<file path="src/rtl/ovi_mem_port.sv">
// Memory-side endpoint for the OVI load/store petition channel: in-order request
// FIFO feeding a req/gnt SRAM port, with registered load-data return.
module ovi_mem_port #(
  parameter int REQ_DEPTH = 4,
  parameter int MAX_OUTST = 2,
  parameter int ADDR_W    = 32,
  parameter int DATA_W    = 64
) (
  input  logic                CLK,
  input  logic                RST_N,
  input  logic                PET_LOAD_VALID,
  input  logic                PET_STORE_VALID,
  input  logic [ADDR_W-1:0]   PET_ADDR,
  input  logic [DATA_W-1:0]   PET_STORE_DATA,
  input  logic [DATA_W/8-1:0] PET_STORE_BYEN,
  output logic                RSP_MEM_READY,
  output logic                RSP_LOAD_VALID,
  output logic [DATA_W-1:0]   RSP_LOAD_DATA,
  output logic                MEM_REQ,
  output logic                MEM_WE,
  output logic [ADDR_W-1:0]   MEM_ADDR,
  output logic [DATA_W-1:0]   MEM_WDATA,
  output logic [DATA_W/8-1:0] MEM_BE,
  input  logic                MEM_GNT,
  input  logic                MEM_RVALID,
  input  logic [DATA_W-1:0]   MEM_RDATA,
  output logic                BUSY,
  output logic [1:0]          ERR
);

  localparam int BE_W  = DATA_W / 8;
  localparam int PTR_W = $clog2(REQ_DEPTH);
  localparam int CNT_W = PTR_W + 1;
  localparam int OST_W = 3;

  logic [ADDR_W-1:0] q_addr [REQ_DEPTH];
  logic [DATA_W-1:0] q_data [REQ_DEPTH];
  logic [BE_W-1:0]   q_be   [REQ_DEPTH];
  logic              q_we   [REQ_DEPTH];

  logic [PTR_W-1:0]  wr_ptr, rd_ptr;
  logic [CNT_W-1:0]  count;
  logic [CNT_W:0]    free_cnt;
  logic [OST_W-1:0]  outst, outst_next;
  logic              empty, full;
  logic              push_any, push_ok, pop, both_pet, misalign;
  logic              rd_gnt, rd_ret;
  logic [ADDR_W-1:0] push_addr;
  logic [BE_W-1:0]   push_be;
  logic              vld_p1;
  logic [DATA_W-1:0] rdata_p1;
  logic [1:0]        err;

  // A simultaneous load+store keeps only the store; loads carry all-ones enables.
  assign both_pet  = PET_LOAD_VALID && PET_STORE_VALID;
  assign push_any  = PET_LOAD_VALID || PET_STORE_VALID;
  assign misalign  = push_any && (PET_ADDR[2:0] != 3'b000);
  assign push_addr = {PET_ADDR[ADDR_W-1:3], 3'b000};
  assign push_be   = PET_STORE_VALID ? PET_STORE_BYEN : {BE_W{1'b1}};

  assign empty = (count == '0);
  assign full  = (count == CNT_W'(REQ_DEPTH));

  // A return in this cycle frees its slot for a read issued in the same cycle.
  assign rd_ret     = MEM_RVALID && (outst != '0);
  assign outst_next = outst - OST_W'(rd_ret);

  assign MEM_REQ = !empty && (q_we[rd_ptr] || (outst_next < OST_W'(MAX_OUTST)));
  assign pop     = MEM_REQ && MEM_GNT;
  assign rd_gnt  = pop && !q_we[rd_ptr];
  assign push_ok = push_any && (!full || pop);

  assign MEM_WE    = !empty && q_we[rd_ptr];
  assign MEM_ADDR  = empty ? '0 : q_addr[rd_ptr];
  assign MEM_WDATA = empty ? '0 : q_data[rd_ptr];
  assign MEM_BE    = empty ? '0 : q_be[rd_ptr];

  // One slot of slack absorbs the petition already in flight when ready drops.
  assign free_cnt      = (CNT_W+1)'(REQ_DEPTH) - {1'b0, count};
  assign RSP_MEM_READY = free_cnt >= ((CNT_W+1)'(2) + (CNT_W+1)'(push_any));

  assign RSP_LOAD_VALID = vld_p1;
  assign RSP_LOAD_DATA  = rdata_p1;
  assign BUSY           = !empty || (outst != '0);
  assign ERR            = err;

  always_ff @(posedge CLK) begin
    if (push_ok) begin
      q_addr[wr_ptr] <= push_addr;
      q_data[wr_ptr] <= PET_STORE_DATA;
      q_be[wr_ptr]   <= push_be;
      q_we[wr_ptr]   <= PET_STORE_VALID;
    end
  end

  always_ff @(posedge CLK or negedge RST_N) begin
    if (!RST_N) begin
      wr_ptr <= '0;
      rd_ptr <= '0;
      count  <= '0;
      outst  <= '0;
      err    <= 2'b00;
    end else begin
      if (push_ok) wr_ptr <= wr_ptr + PTR_W'(1);
      if (pop)     rd_ptr <= rd_ptr + PTR_W'(1);
      case ({push_ok, pop})
        2'b10:   count <= count + CNT_W'(1);
        2'b01:   count <= count - CNT_W'(1);
        default: count <= count;
      endcase
      case ({rd_gnt, rd_ret})
        2'b10:   outst <= outst + OST_W'(1);
        2'b01:   outst <= outst - OST_W'(1);
        default: outst <= outst;
      endcase
      err[0] <= err[0] | misalign;
      err[1] <= err[1] | both_pet | (push_any && full && !pop);
    end
  end

  // Stage p1: registered load return
  always_ff @(posedge CLK or negedge RST_N) begin
    if (!RST_N) begin
      vld_p1   <= 1'b0;
      rdata_p1 <= '0;
    end else begin
      vld_p1 <= rd_ret;
      if (rd_ret) rdata_p1 <= MEM_RDATA;
    end
  end

endmodule
</file>
<file path="config.mk">
export PLATFORM = sky130hd
export DESIGN_NAME = ovi_mem_port
export DESIGN_NICKNAME = d
export VERILOG_FILES = /design/src/rtl/ovi_mem_port.sv
export SDC_FILE = /design/constraint.sdc
export NUM_CORES = 1
export LEC_CHECK = 0
export BUFFER_PORTS_ARGS = -buffer_cell sky130_fd_sc_hd__buf_2
export CAP_MARGIN = 40
export CORE_ASPECT_RATIO = 1.1
export CORE_MARGIN = 10
export CORE_UTILIZATION = 35
export CTS_CLUSTER_DIAMETER = 50
export DETAILED_ROUTE_END_ITERATION = 7
export PLACE_DENSITY = 0.55
export SLEW_MARGIN = 20
export SYNTH_ARGS = -nofsm -noshare
export SYNTH_HDL_FRONTEND = slang
export SYNTH_SLANG_ARGS = --single-unit
</file>
<file path="constraint.sdc">
create_clock -name CLK -period 11.1 [get_ports CLK]
set_input_delay 1.11 -clock CLK [delete_from_list [all_inputs] [get_ports CLK]]
set_output_delay 1.11 -clock CLK [all_outputs]
set_load 0.02 [all_outputs]
</file>
# Yosys cells after proc, flatten, opt, wreduce, memory -nomap -nowiden
# Memory sizes are Yosys's and may differ from the RTL's.
# Cells that the tools add are included.
word_totals:
  ff_bits: 77
  latch_bits: 0
  ram_bits: 408
  rom_bits: 0
  output_inout_bits: 175
  wordCells: 61
  n_memories: 4
memory_table:
  columns: ["name", "depth", "word_bits", "read_ports", "rd_ports_with_merged_regs", "wr", "line", "text"]
  rows:
  - ["q_data", 4, 64, 1, 0, 1, "37", "logic [DATA_W-1:0] q_data [REQ_DEPTH];"]
  - ["q_addr", 4, 29, 1, 0, 1, "36", "logic [ADDR_W-1:0] q_addr [REQ_DEPTH];"]
  - ["q_be", 4, 8, 1, 0, 1, "38", "logic [BE_W-1:0] q_be [REQ_DEPTH];"]
  - ["q_we", 4, 1, 1, 0, 1, "39", "logic q_we [REQ_DEPTH];"]
classes:
  addsub: 9
  n_mul: 0
  div_mod_pow: 0
  n_lt_le_gt_ge: 2
  eq_ne: 5
  n_shift: 0
  muxes: 8
  bitwise: 3
  reduce_logical: 23
op_table:
  columns: ["op", "n"]
  rows:
  - ["64-bit 2-to-1 mux", 1]
  - ["32-bit 2-to-1 mux", 1]
  - ["8-bit 2-to-1 mux", 2]
  - ["3-bit case mux with 2 select lines", 2]
  - ["1-bit logical AND", 10]
  - ["3-bit by 1-bit adder with 3-bit output, second input constant", 2]
  - ["3-bit nonzero test", 2]
  - ["3-bit by 1-bit subtractor with 3-bit output, second input constant", 2]
  - ["2-bit by 1-bit adder with 2-bit output, second input constant", 2]
  - ["2-bit by 1-bit equality test with 1-bit output, second input constant", 2]
  - ["2-bit equality test, second input constant", 2]
  - ["4-bit by 3-bit greater-or-equal comparator with 1-bit output", 1]
  - ["1-bit zero test", 4]
  - ["1-bit logical OR", 4]
  - ["2-bit nonzero test", 2]
  - ["3-bit by 3-bit subtractor with 4-bit output, first input constant", 1]
  - ["2-bit by 1-bit adder with 3-bit output, first input constant", 1]
  - ["3-bit equality test, second input constant", 1]
  - ["3-bit zero test", 1]
  - ["3-bit by 2-bit less-than comparator with 1-bit output, second input constant", 1]
  - ["1-bit bitwise OR", 3]
  - ["3-bit by 1-bit subtractor with 3-bit output", 1]
  - ["1-bit 2-to-1 mux", 2]

# Logic depth before layout (Yosys ltp)
logic_depth:
  word_depth: 11
  depth_mapped: 15

# Worst setup path after synthesis
# OpenSTA, ideal clock, no wires.
synth_path:
  path_type: "input-to-reg"
  start: "input port MEM_RVALID"
  end: "memory q_addr[0][0] in the netlist's numbering, enable pin"
  setup_ps: 472
  arrival_time_ps: 4915
  required_time_ps: 10628
  slack_ps: 5712
  stages: 9
  path_buffers: 1
  path_cell_list: "nand2b_1 -> clkbuf_1 -> nor2_1 -> ha_1 -> xnor2_1 -> a21oi_2 -> nor3b_4 -> o21a_4 -> and2_1"
synth_between:
  elab_chain_len: 10
synth_rtl:
  columns: ["element", "line", "text"]
  rows:
  - ["start: declaration", "25", "input logic MEM_RVALID,"]
  - ["1-bit logical AND", "65", "assign rd_ret = MEM_RVALID && (outst != '0);"]
  - ["3-bit by 1-bit subtractor with 3-bit output", "66", "assign outst_next = outst - OST_W'(rd_ret);"]
  - ["3-bit by 2-bit less-than comparator with 1-bit output", "68", "assign MEM_REQ = !empty && (q_we[rd_ptr] || (outst_next < OST_W'(MAX_OUTST)));"]
  - ["1-bit logical OR", "68", null]
  - ["1-bit logical AND", "68", null]
  - ["1-bit logical AND", "69", "assign pop = MEM_REQ && MEM_GNT;"]
  - ["1-bit logical OR", "71", "assign push_ok = push_any && (!full || pop);"]
  - ["1-bit logical AND", "71", null]
  - ["1-bit 2-to-1 mux", "88", "if (push_ok) begin"]
  - ["1-bit 2-to-1 mux (implied by the code)", "89", "q_addr[wr_ptr] <= push_addr;"]
  - ["end: declaration", "36", null]
# Every way passes these cells.

# Final worst setup path
layout_path:
  start: "register count[0]"
  end: "output port MEM_WDATA[44]"
layout_between:
  elab_chain_len: 2
layout_rtl:
  columns: ["element", "line", "text"]
  rows:
  - ["start: declaration", "42", "logic [CNT_W-1:0] count;"]
  - ["start signal: assignment", "107", "2'b10: count <= count + CNT_W'(1);"]
  - ["start signal: assignment", "108", "2'b01: count <= count - CNT_W'(1);"]
  - ["start signal: assignment", "109", "default: count <= count;"]
  - ["3-bit zero test", "61", "assign empty = (count == '0);"]
  - ["64-bit 2-to-1 mux", "75", "assign MEM_WDATA = empty ? '0 : q_data[rd_ptr];"]
  - ["end: declaration", "22", "output logic [DATA_W-1:0] MEM_WDATA,"]
# Every way passes these cells.

==> reports/metrics.yaml <==
setup_path:
  path_max_fanout: 59
  cp_cell_sequence: "inv_1 -> ha_1 -> ha_4 -> buf_4 -> nor2b_1 -> buf_2"
  critPathMaxStageDelay_ns: 0.74
  end_kind: "output port"
  cp-start-kind: "flip-flop"
  critPathRequiredTime_ns: 9.99
  crit_type: "reg2out"
  crit_slowest_cell: "buf_4"
  arrival_ns: 3.14
placement:
  gp_congestion: 0.744
  placed_cell_area_um2: 21200
  port_buffers: 345
  place_worst_setup_slack_ns: 6.51
  dp_hpwl_mm: 29.7
timing:
  tightest_slew_ns: 0.813
  max-slew-margin-rel_pct: 45.8
  finalSetupViolCount: 0
  fin_crit_ns: 4.25
  setup_ws_ns: 6.85
  hold_viol: 0
  fmax_mhz: 235
  rsz0062_at_grt: "no"
  fin_setup_tns_ns: 0
  period_share_pct: 38.3
  skew_ns: 0.0352
  maxSlewViolCount: 0
floorplan:
  die_height_um: 262
  die-area_um2: 62900
  rows: 88
  pin_count: 349
  die_w_um: 240
  coreArea_um2: 52500
  start_util_pct: 35.5
clocking:
  cts_tree: "done"
  clockBufferDepth: 3
  hold_buffers: 0
  cts_root_buf: "clkbuf_16"
  clock_latency_ns: 0.61
  htree_levels: 2
  clkTransAtPathRegs_ns: 0.06
  cts.repair.resized: 0
  numCtsBuffers: 54
  postCtsSetupRepairBufs: 0
  cts_sinks: 485
finish:
  fill_cells: 4693
  drive_gt1_share_pct: 39.3
  final_cell_area_um2: 23000
  final_nets: 1565
  final_util_pct: 43.8
  area_delta_synth_final_pct: 23.6
yosys:
  synth_top_cell_by_area: "edfxtp_1"
  ys_warn_count: 0
  synth_top_cell_area_share_pct: 65.8
  ys_seq_elements: 485
  synthTopCellsByArea: "edfxtp_1 66%, mux4_2 12%, dfrtp_1 10%"
  yosysSeqAreaShare_pct: 76.1
  syn_inst: 1009
  syn_area_per_cell_um2: 18.5
  syn_area_um2: 18600
  synth.distinct_cells: 30
run_status:
  status: "complete, no violations"
power:
  power_density_nw_per_um2: 309
  ir_worst_vdd_uv: 186
  p_total_mw: 7.11
  p_leak_nw: 8.81
routing:
  drt_iter0_markers: 528
  routed_wl_mm: 45.4
  route.detailed.drc: 0
  vias: 10000
  ant_nets: 0
  wl_per_cell_um: 21.6
  dr.pass1.iters: 4
  via_per_inst: 4.78
grt:
  overflow: 0
  grt_pass1_wl_mm: 66.8
  grt_use_total_pct: 14.0
  grt_pass1_vias: 10600
  antenna_found_initial: 10
  grt_max_degree: 67
flow_run:
  maxCapViolations: 0
hold_path:
  hold_class: "reg2reg"
worst max-delay path, delay by kind of cell (launching register included):
kind	cells	cell delay, ns
adders and majority gates	2	0.76
and+or+nand+nor	1	0.25
DFF	1	0.41
buffers and inverters	3	1.10
final timing paths:
check | from | endpoint | cells past startpoint | slack [ns]
min reg2reg | ERR[1] | ERR[1] | 1 | 0.45
min in group asynchronous | RST_N | RSP_LOAD_DATA[13] | 1 | 0.49
min | ERR[1] | ERR[1] | 1 | 0.45
max in group asynchronous | RST_N | RSP_LOAD_DATA[34] | 2 | 10.02
max | count[0] | MEM_WDATA[44] | 6 | 6.85
max reg2reg | rd_ptr[1] | q_be[2][5] | 7 | 7.29
stage by stage:
| stage | hold WS [ns] | instances |
|---|---|---|
| 2_1_floorplan | 0.463 | 1011 |
| 3_3_place_gp | 0.446 | 1989 |
| 3_5_place_dp | 0.444 | 1995 |
| 4_1_cts | 0.457 | 2092 |
| 5_1_grt | 0.470 | 2095 |
| 6_report | 0.449 | 2097 |
cell usage in the layout (no fill, tap or decap), types with 10 or more instances in the layout:
master,n
buf_2,344
buf_4,11
clkbuf_1,10
clkbuf_16,54
dfrtp_1,75
edfxtp_1,408
inv_1,11
mux4_2,102
nand2_1,197
nor2b_1,102
synth_stat cells:
cell type and count:
xnor2_1 6, o21bai_1 3, nor3b_4 1, buf_2 11
buf_4 3, nor2b_1 102, or3_1 1, nor3_1 2
dfrtp_1 77, mux4_2 102, buf_1 4, a21o_1 1
nand2b_1 10, inv_1 12, mux2_4 1, mux2i_1 4
nand2_1 197, xor2_1 3, fa_1 2, nand3_1 1
nor2_1 5, o21a_4 1, conb_1 1, a21oi_2 1
o21ai_0 2, clkbuf_2 1, and2_1 4, edfxtp_1 408
clkbuf_1 33, ha_1 10
per-layer routing:
metal  track usage [%]  vias up  share of wire (%)
met5                 0        -               0.27
met4              3.41       18                1.6
met3              4.39       67                7.4
met2              23.8      297                 50
met1              17.1     5132                 41
li1                  -     4517                  -
power by group:
part,internal [mW],switching (mW)
Sequential,2.57,0.195
Clock,0.962,0.723
Combinational,1.03,1.62
sequential cells by signal, summed over array words and instances, names as in the netlist:
register	cells
rd_ptr	2
q_be	32
q_data	256
RSP_LOAD_VALID	1
RSP_LOAD_DATA	64
ERR	2
q_addr	116
outst	3
wr_ptr	2
count	3
q_we	4
logic make-up (layout without fill, tap and decap cells):
logic type,after synthesis,after routing,synth area share (%)
compound gates,8,8,0.342
xor+xnor,9,9,0.423
mux,107,107,12.6
other cells,1,5,0.0201
fa+ha+maj,12,12,0.886
flops,485,485,76.1
buf+inv,64,473,1.43
simple gates,323,323,8.18
cell type report:
class | instances | area, um2 | share of cell area, %
Sequential cell | 485 | 14200 | 61.6
Multi-Input combinational cell | 462 | 4220 | 18.3
Timing Repair Buffer | 364 | 2030 | 8.82
Clock buffer | 66 | 1420 | 6.15
Tap cell | 675 | 845 | 3.67
Clock inverter | 31 | 275 | 1.20
Inverter | 12 | 45.0 | 0.196
Antenna cell | 2 | 5.00 | 0.0217
Note: power is estimated with default switching activity, not from simulation.
